File: src/rtl/l1_cache_arbiter.sv
// Purpose: arbitrates L1 IC/DC cache-line requests onto one SysMem master port, one transaction at a time.
// Latency: 3 cycles from L1 request accept to L1 ack_valid when SysMem accepts and answers immediately.
// Backpressure: req_rdy is only offered in IDLE; SysMem and L1 ack stalls hold the FSM with payloads stable.
//
// Ports:
//   clk_in, reset_in                 clock, synchronous active-high reset
//   ic_req_* / ic_ack_*              IC line-read request and line return (IC always reads)
//   dc_req_* / dc_ack_*              DC request {rw, rw_addr, wr_data} (rw=1 read) and line/write-done return
//   sm_req_* / sm_ack_*              SysMem master request and response
//   ic_gnt_cnt, dc_gnt_cnt, wait_cnt saturating performance counters, present only with L1_ARB_PERF_CNT_EN
//
// Parameters: RR_EN=1 alternates IC/DC on a tie, RR_EN=0 gives DC fixed priority.
// Macro L1_ARB_PERF_CNT_EN adds the performance counters; undefined leaves the port list without them.
module l1_cache_arbiter #(
  parameter int RR_EN  = 1,
  parameter int PC_SZ  = 32,
  parameter int CL_SZ  = 4,
  parameter int CL_LEN = 16
) (
  input  logic                                clk_in,
  input  logic                                reset_in,
  input  logic [PC_SZ-CL_SZ-1:0]              ic_req_addr,
  input  logic                                ic_req_valid,
  output logic                                ic_req_rdy,
  output logic [CL_LEN*8-1:0]                 ic_ack_data,
  output logic                                ic_ack_valid,
  input  logic                                ic_ack_rdy,
  input  logic [1+(PC_SZ-CL_SZ)+CL_LEN*8-1:0] dc_req_data,
  input  logic                                dc_req_valid,
  output logic                                dc_req_rdy,
  output logic [CL_LEN*8-1:0]                 dc_ack_data,
  output logic                                dc_ack_valid,
  input  logic                                dc_ack_rdy,
  output logic                                sm_req_rw,
  output logic [PC_SZ-CL_SZ-1:0]              sm_req_addr,
  output logic [CL_LEN*8-1:0]                 sm_req_wr_data,
  output logic                                sm_req_valid,
  input  logic                                sm_req_rdy,
  input  logic [CL_LEN*8-1:0]                 sm_ack_rd_data,
  input  logic                                sm_ack_valid,
`ifdef L1_ARB_PERF_CNT_EN
  output logic [31:0]                         ic_gnt_cnt,
  output logic [31:0]                         dc_gnt_cnt,
  output logic [31:0]                         wait_cnt,
`endif
  output logic                                sm_ack_rdy
);

  localparam int AW = PC_SZ - CL_SZ;
  localparam int DW = CL_LEN * 8;

  typedef enum logic [1:0] {
    ST_IDLE   = 2'd0,
    ST_SM_REQ = 2'd1,
    ST_SM_ACK = 2'd2,
    ST_L1_ACK = 2'd3
  } state_t;

  state_t          r_state;
  logic            r_last_gnt_dc;   // 1 = DC was served last
  logic            r_owner_dc;      // master that owns the in-flight transaction
  logic            r_rw;
  logic [AW-1:0]   r_addr;
  logic [DW-1:0]   r_wr_data;
  logic [DW-1:0]   r_line;
  logic            r_sm_req_valid;
  logic            r_sm_ack_rdy;
  logic            r_ic_ack_valid;
  logic            r_dc_ack_valid;

  logic            w_dc_rw;
  logic [AW-1:0]   w_dc_addr;
  logic [DW-1:0]   w_dc_wr_data;
  logic            w_gnt_dc;
  logic            w_idle;
  logic            w_ic_hs;
  logic            w_dc_hs;

  assign w_dc_rw      = dc_req_data[AW+DW];
  assign w_dc_addr    = dc_req_data[DW +: AW];
  assign w_dc_wr_data = dc_req_data[DW-1:0];

  // On a tie, round-robin picks whoever was not served last; otherwise DC wins.
  always_comb begin
    w_gnt_dc = 1'b0;
    if (dc_req_valid && !ic_req_valid) begin
      w_gnt_dc = 1'b1;
    end else if (dc_req_valid && ic_req_valid) begin
      w_gnt_dc = (RR_EN != 0) ? !r_last_gnt_dc : 1'b1;
    end
  end

  // No request is accepted during the reset cycle itself.
  assign w_idle     = (r_state == ST_IDLE) && !reset_in;
  assign ic_req_rdy = w_idle && ic_req_valid && !w_gnt_dc;
  assign dc_req_rdy = w_idle && dc_req_valid &&  w_gnt_dc;
  assign w_ic_hs    = ic_req_valid && ic_req_rdy;
  assign w_dc_hs    = dc_req_valid && dc_req_rdy;

  always_ff @(posedge clk_in) begin
    if (reset_in) begin
      r_state        <= ST_IDLE;
      r_last_gnt_dc  <= 1'b1;
      r_owner_dc     <= 1'b0;
      r_rw           <= 1'b0;
      r_addr         <= '0;
      r_wr_data      <= '0;
      r_line         <= '0;
      r_sm_req_valid <= 1'b0;
      r_sm_ack_rdy   <= 1'b0;
      r_ic_ack_valid <= 1'b0;
      r_dc_ack_valid <= 1'b0;
    end else begin
      case (r_state)
        ST_IDLE: begin
          if (w_ic_hs) begin
            r_rw           <= 1'b1;
            r_addr         <= ic_req_addr;
            r_wr_data      <= '0;
            r_owner_dc     <= 1'b0;
            r_last_gnt_dc  <= 1'b0;
            r_sm_req_valid <= 1'b1;
            r_state        <= ST_SM_REQ;
          end else if (w_dc_hs) begin
            r_rw           <= w_dc_rw;
            r_addr         <= w_dc_addr;
            r_wr_data      <= w_dc_wr_data;
            r_owner_dc     <= 1'b1;
            r_last_gnt_dc  <= 1'b1;
            r_sm_req_valid <= 1'b1;
            r_state        <= ST_SM_REQ;
          end
        end
        ST_SM_REQ: begin
          if (sm_req_rdy) begin
            r_sm_req_valid <= 1'b0;
            r_sm_ack_rdy   <= 1'b1;
            r_state        <= ST_SM_ACK;
          end
        end
        ST_SM_ACK: begin
          if (sm_ack_valid) begin
            // Write completions carry no line; keep the previous one.
            if (r_rw) begin
              r_line <= sm_ack_rd_data;
            end
            r_sm_ack_rdy   <= 1'b0;
            r_ic_ack_valid <= !r_owner_dc;
            r_dc_ack_valid <=  r_owner_dc;
            r_state        <= ST_L1_ACK;
          end
        end
        ST_L1_ACK: begin
          if (r_owner_dc ? dc_ack_rdy : ic_ack_rdy) begin
            r_ic_ack_valid <= 1'b0;
            r_dc_ack_valid <= 1'b0;
            r_state        <= ST_IDLE;
          end
        end
        default: begin
          r_state <= ST_IDLE;
        end
      endcase
    end
  end

  assign sm_req_rw      = r_rw;
  assign sm_req_addr    = r_addr;
  assign sm_req_wr_data = r_wr_data;
  assign sm_req_valid   = r_sm_req_valid;
  assign sm_ack_rdy     = r_sm_ack_rdy;
  assign ic_ack_valid   = r_ic_ack_valid;
  assign dc_ack_valid   = r_dc_ack_valid;
  assign ic_ack_data    = r_line;
  assign dc_ack_data    = r_line;

`ifdef L1_ARB_PERF_CNT_EN
  logic [31:0] r_ic_gnt_cnt;
  logic [31:0] r_dc_gnt_cnt;
  logic [31:0] r_wait_cnt;
  logic        w_waiting;

  // One wait tick per cycle in which any master is stalled.
  assign w_waiting = (ic_req_valid && !ic_req_rdy) || (dc_req_valid && !dc_req_rdy);

  always_ff @(posedge clk_in) begin
    if (reset_in) begin
      r_ic_gnt_cnt <= '0;
      r_dc_gnt_cnt <= '0;
      r_wait_cnt   <= '0;
    end else begin
      if (w_ic_hs && (r_ic_gnt_cnt != 32'hFFFF_FFFF)) begin
        r_ic_gnt_cnt <= r_ic_gnt_cnt + 32'd1;
      end
      if (w_dc_hs && (r_dc_gnt_cnt != 32'hFFFF_FFFF)) begin
        r_dc_gnt_cnt <= r_dc_gnt_cnt + 32'd1;
      end
      if (w_waiting && (r_wait_cnt != 32'hFFFF_FFFF)) begin
        r_wait_cnt <= r_wait_cnt + 32'd1;
      end
    end
  end

  assign ic_gnt_cnt = r_ic_gnt_cnt;
  assign dc_gnt_cnt = r_dc_gnt_cnt;
  assign wait_cnt   = r_wait_cnt;
`else
  // Performance counters compiled out; no extra state or ports.
`endif

endmodule

File: config.mk
export PLATFORM = sky130hd
export DESIGN_NAME = l1_cache_arbiter
export DESIGN_NICKNAME = d
export VERILOG_FILES = /design/src/rtl/l1_cache_arbiter.sv
export SDC_FILE = /design/constraint.sdc
export NUM_CORES = 1
export LEC_CHECK = 0
export BUFFER_PORTS_ARGS = -buffer_cell sky130_fd_sc_hd__buf_2
export CORE_AREA = 2 2 290 292
export DETAILED_ROUTE_END_ITERATION = 10
export DIE_AREA = 0 0 292 294
export HOLD_SLACK_MARGIN = 0.03
export SLEW_MARGIN = 20
export SYNTH_ARGS = -nofsm -noshare
export SYNTH_HDL_FRONTEND = slang
export SYNTH_SLANG_ARGS = --single-unit
File: constraint.sdc
create_clock -name clk_in -period 2 [get_ports clk_in]
set_input_delay 0.3 -clock clk_in [delete_from_list [all_inputs] [get_ports clk_in]]
set_output_delay 0.3 -clock clk_in [all_outputs]
set_load 0.005 [all_outputs]
== Word level (Yosys, flattened, before mapping) ==
Index checks and enable logic that the tools add are counted.

* Equality and inequality tests: 7
* Mux-type cells: 28
* Reductions and logical operators: 25

{| class="wikitable"
|+ Operator list
! operator !! number
|-
| 128-bit 2-to-1 mux || 2
|-
| 28-bit 2-to-1 mux || 2
|-
| 1-bit 2-to-1 mux || 14
|-
| 3-bit AND reduction || 4
|-
| 2-bit 2-to-1 mux || 5
|-
| 1-bit logical AND || 9
|-
| 1-bit case mux with 2 select lines || 4
|-
| 2-bit case mux with 4 select lines || 1
|-
| 2-bit nonzero test || 4
|-
| 2-bit != test, second input constant || 3
|-
| 1-bit zero test || 5
|-
| 2-bit equality test, second input constant || 2
|-
| 4-bit AND reduction || 1
|-
| 3-bit != test, second input constant || 1
|-
| 2-bit by 1-bit equality test with 1-bit output, second input constant || 1
|-
| 2-bit zero test || 1
|-
| 2-bit AND reduction || 1
|}

* Register bits after elaboration: 293
* Bits of input ports: 321
* Output and inout port bits: 419
* Logic and storage cells: 71

== Longest topological paths before layout ==
* Word-level depth: 8
* Mapped depth: 9
* Depth with buffers taken out: 6

== Least setup slack after synthesis ==
Ideal clock, no wire load.

* Kind: register to register
* From: register r_state[0]
* To: register r_wr_data[77] (netlist: sm_req_wr_data[77])
* Library setup time: 0.128 ns
* Data arrival time: 1.583 ns
* Required time: 1.872 ns
* Slack: 0.289 ns
* Stages on the path, launching flop included: 10
* Buffers on the path: 3
* Cell sequence: dfxtp_1 inv_1 ha_1 nor2b_4 and3_1 buf_2 buf_4 buf_6 a22oi_1 nor2_1

* Cells in the longest elaborated chain, start to end: 7

{| class="wikitable"
|+ RTL lines
! what !! line !! text
|-
| from (decl) || 59 || <nowiki>state_t r_state;</nowiki>
|-
| from (signal assigned) || 102 || <nowiki>r_state <= ST_IDLE;</nowiki>
|-
| from (signal assigned) || 123 || <nowiki>r_state <= ST_SM_REQ;</nowiki>
|-
| from (signal assigned) || 131 || <nowiki>r_state <= ST_SM_REQ;</nowiki>
|-
| 2-bit zero test * || 94, 114 ||
|-
| 1-bit logical AND || 94 || <nowiki>assign w_idle = (r_state == ST_IDLE) && !reset_in;</nowiki>
|-
| 1-bit logical AND, on equally long branches (2 in a row) || 95, 96 ||
|-
| 1-bit logical AND, on equally long branches || 97, 98 ||
|-
| 2-bit nonzero test (no line) || n/a ||
|-
| 2-bit AND reduction (no line) || n/a ||
|-
| to (signal assigned) || 127 || <nowiki>r_wr_data <= w_dc_wr_data;</nowiki>
|-
| to (decl) || 64 || <nowiki>logic [DW-1:0] r_wr_data;</nowiki>
|}

Mark *: on every way between the ends. The rest lies on a longest branch, timed or not.
A chain may end at the register's enable or synchronous reset.

== Final worst setup path ==
* From: register r_state[1]
* To: output port dc_req_rdy

* Cells in the longest elaborated chain, start to end: 4

{| class="wikitable"
|+ RTL lines
! what !! line !! text
|-
| 2-bit zero test || 94 ||
|-
| 1-bit logical AND || 94 ||
|-
| 1-bit logical AND (2 in a row) || 96 || <nowiki>assign dc_req_rdy = w_idle && dc_req_valid && w_gnt_dc;</nowiki>
|-
| to (decl) || 30 || <nowiki>output logic dc_req_rdy,</nowiki>
|}

No other way between the ends.

==> flow_metrics.tcl <==
set metrics [dict create \
    outcome "finished, final reports clean" \
    clockBufferDepth 3 \
    io_buffers 739 \
    post_drt_wl_per_cell_um 17.0 \
    drv_cap 0 \
    grt_overflow_total 0 \
    finalSetupTns_ps 0 \
    tightest_slew_ps 821 \
    drt_iter0_markers 485 \
    clkLatencyLatePin_ps 550 \
    hpwl_mm 42.0 \
    dieArea_um2 85800 \
    cts.sinks 293 \
    power.density_nw_per_um2 894 \
    grt.total_usage_pct 12.3 \
    critPathArrivalTime_ps 1640 \
    grt_pass1_vias 12000 \
    cts.htree.levels 2 \
    crit_path_start_kind "flop" \
    path_max_fanout 3 \
    cts_tree "yes" \
    cts_root_buf "clkbuf_16" \
    fin_skew_ps 24.7 \
    die_h_um 294 \
    worstSetupPathType "reg2out" \
    cts_inserted_buffers 37 \
    core_area_um2 82900 \
    grt_start_max_net_pins 145 \
    synth_edf_count 0 \
    total_power_mw 17.3 \
    clk_pin_slew_ps 60 \
    gp_congestion 0.806 \
    hp-class "in2reg" \
    slew_headroom_pct 45.3 \
    maxSlewViolCount 0 \
    setup_viol 0 \
    synth_cell_types 32 \
    fin_crit_sh_pct 96.9 \
    drive_gt1_share_pct 39.7 \
    dr.pass1.iters 5 \
    synth_top_cell_by_area "dfxtp_1" \
    synth.net_count 1622 \
    crit_required_ps 1700 \
    wirelength_mm 55.5 \
    yosysSeqAreaShare_pct 51.9 \
    syn_inst 1296 \
    drc 0 \
    p_leak_nw 8.85 \
    synth_warnings 0 \
    vias 12400 \
    die_w_um 292 \
    max_freq_mhz 516 \
    grt_pass1_wl_mm 78.9 \
    yosys-top-cells-area "dfxtp_1 (52%), nand2_1 (8.7%), buf_4 (8.6%)" \
    rows 106 \
    vdd_drop_max_mv 0.598 \
    synth_most_common_cell "dfxtp_1" \
    num_io_pins 740 \
    fin_util_pct 23.3 \
    layout.nets 2476 \
    pre_cts_ws_ps 89.8 \
    ys_dominant_reg_cell "dfxtp_1" \
    layout_min_cycle_time_ps 1940 \
    synth_top_area_share_pct 51.9 \
    rsz0062_at_grt "true" \
    ys_async_sr_fraction_pct 0 \
    finalWorstSetupSlack_ps 61.6 \
    ys_seq_elements 293 \
    initial_core_util_pct 13.6 \
    avgSynthCellArea_um2 8.72 \
    via_per_inst 3.79 \
    antenna_found_initial 28 \
    ant_nets 0 \
    syn_to_final_growth_pct 70.8 \
    synthesis.area_um2 11300 \
    hold_viol 0 \
    synth_commonest_cells "dfxtp_1 (293), nand2_1 (263), nor2_1 (160), a21oi_1 (130), buf_4 (129)" \
    critPathCaptureType "output port" \
    holdWs_ps 50.2 \
]
==> report_power, final <==
part / switching [mW] / internal, mW / leakage, nW
registers: 0.302 / 6.33 / 2.37
clock network: 2.66 / 4.17 / 0.607
logic: 1.97 / 1.83 / 5.87
==> layout by cell type, fill, tap and decap left out, drive strengths merged, types with 6 or more instances in the layout <==
cell | synthesis | routed
buf | 175 | 789
dfxtp | 293 | 293
nand2 | 263 | 263
dlygate4sd3 | 0 | 250
nor2 | 160 | 160
a21oi | 130 | 130
a22oi | 125 | 125
clkbuf | 50 | 54
mux2i | 34 | 34
a211oi | 31 | 31
diode | 0 | 15
inv | 7 | 8
nor3 | 6 | 6
==> path summary, 6_finish.rpt <==
kind / cells past startpoint / startpoint / end / slack, ps
worst min-delay path: 3 / sm_ack_rd_data[33] / dc_ack_data[33]$_SDFFE_PP0P_ / 50
worst min register to register: 2 / dc_ack_data[13]$_SDFFE_PP0P_ / dc_ack_data[13]$_SDFFE_PP0P_ / 470
worst max-delay path: 6 / r_state[1]$_SDFFE_PP0P_ / dc_req_rdy / 60
worst max register to register: 9 / r_state[1]$_SDFFE_PP0P_ / sm_req_addr[11]$_SDFFE_PP0P_ / 140
==> stage by stage <==
stage               cell area [um^2]  cells
floorplan                      11300   1296
global placement               15400   2930
detailed placement             15400   2930
CTS                            19300   3254
global route                   19300   3262
finish                         19300   3269
==> flip-flops by register name, summed over array words and instances (netlist names) <==
signal          count
dc_ack_valid        1
r_owner_dc          1
ic_ack_valid        1
sm_req_rw           1
sm_req_valid        1
sm_req_wr_data    128
dc_ack_data       128
sm_ack_rdy          1
sm_req_addr        28
r_state             2
r_last_gnt_dc       1
==> metal layers <==
metal  vias up  track usage [%]  routed length, um  share of wire (%)
met1      5718             14.2              22500                 41
met5         -                0                 81               0.15
met4        14             5.02               2140                3.9
li1       5961                -                  -                  -
met2       589             20.7              26100                 47
met3       101             4.18               4620                8.3
==> what timing repair did <==
item,CTS,global route
hold buffers,250,0
setup buffers,10,1
endpoints found under the setup margin,2,31
endpoints found under the hold margin,250,0
gates resized for setup,8,2
pin swaps,3,0
gates cloned,1,0
==> worst max-delay path, cell delays in order (launching register included) <==
cell and delay [ps]:
dfxtp_2 320, inv_2 80, ha_4 130, nor2b_4 140, buf_6 120, and3_4 200
buf_6 90
==> kinds of logic after synthesis <==
logic type	count (synthesis)	synth area share, %
compound gates	294	16.6
fa+ha+maj	5	0.553
buf+inv	232	13.0
flops	293	51.9
mux	34	3.01
simple gates	438	14.9
==> cell type report <==
| cell class | count | area [um^2] |
|---|---|---|
| diodes | 15 | 37.5 |
| clock buffers | 54 | 1130 |
| clock inverters | 9 | 108 |
| fillers | 8994 | 63600 |
| inverters | 7 | 26.3 |
| multi-input cells | 772 | 4030 |
| flip-flops and latches | 293 | 5870 |
| well taps | 1080 | 1350 |
| repair buffers | 1039 | 6750 |
No activity file was read; power rests on OpenSTA's default activity.
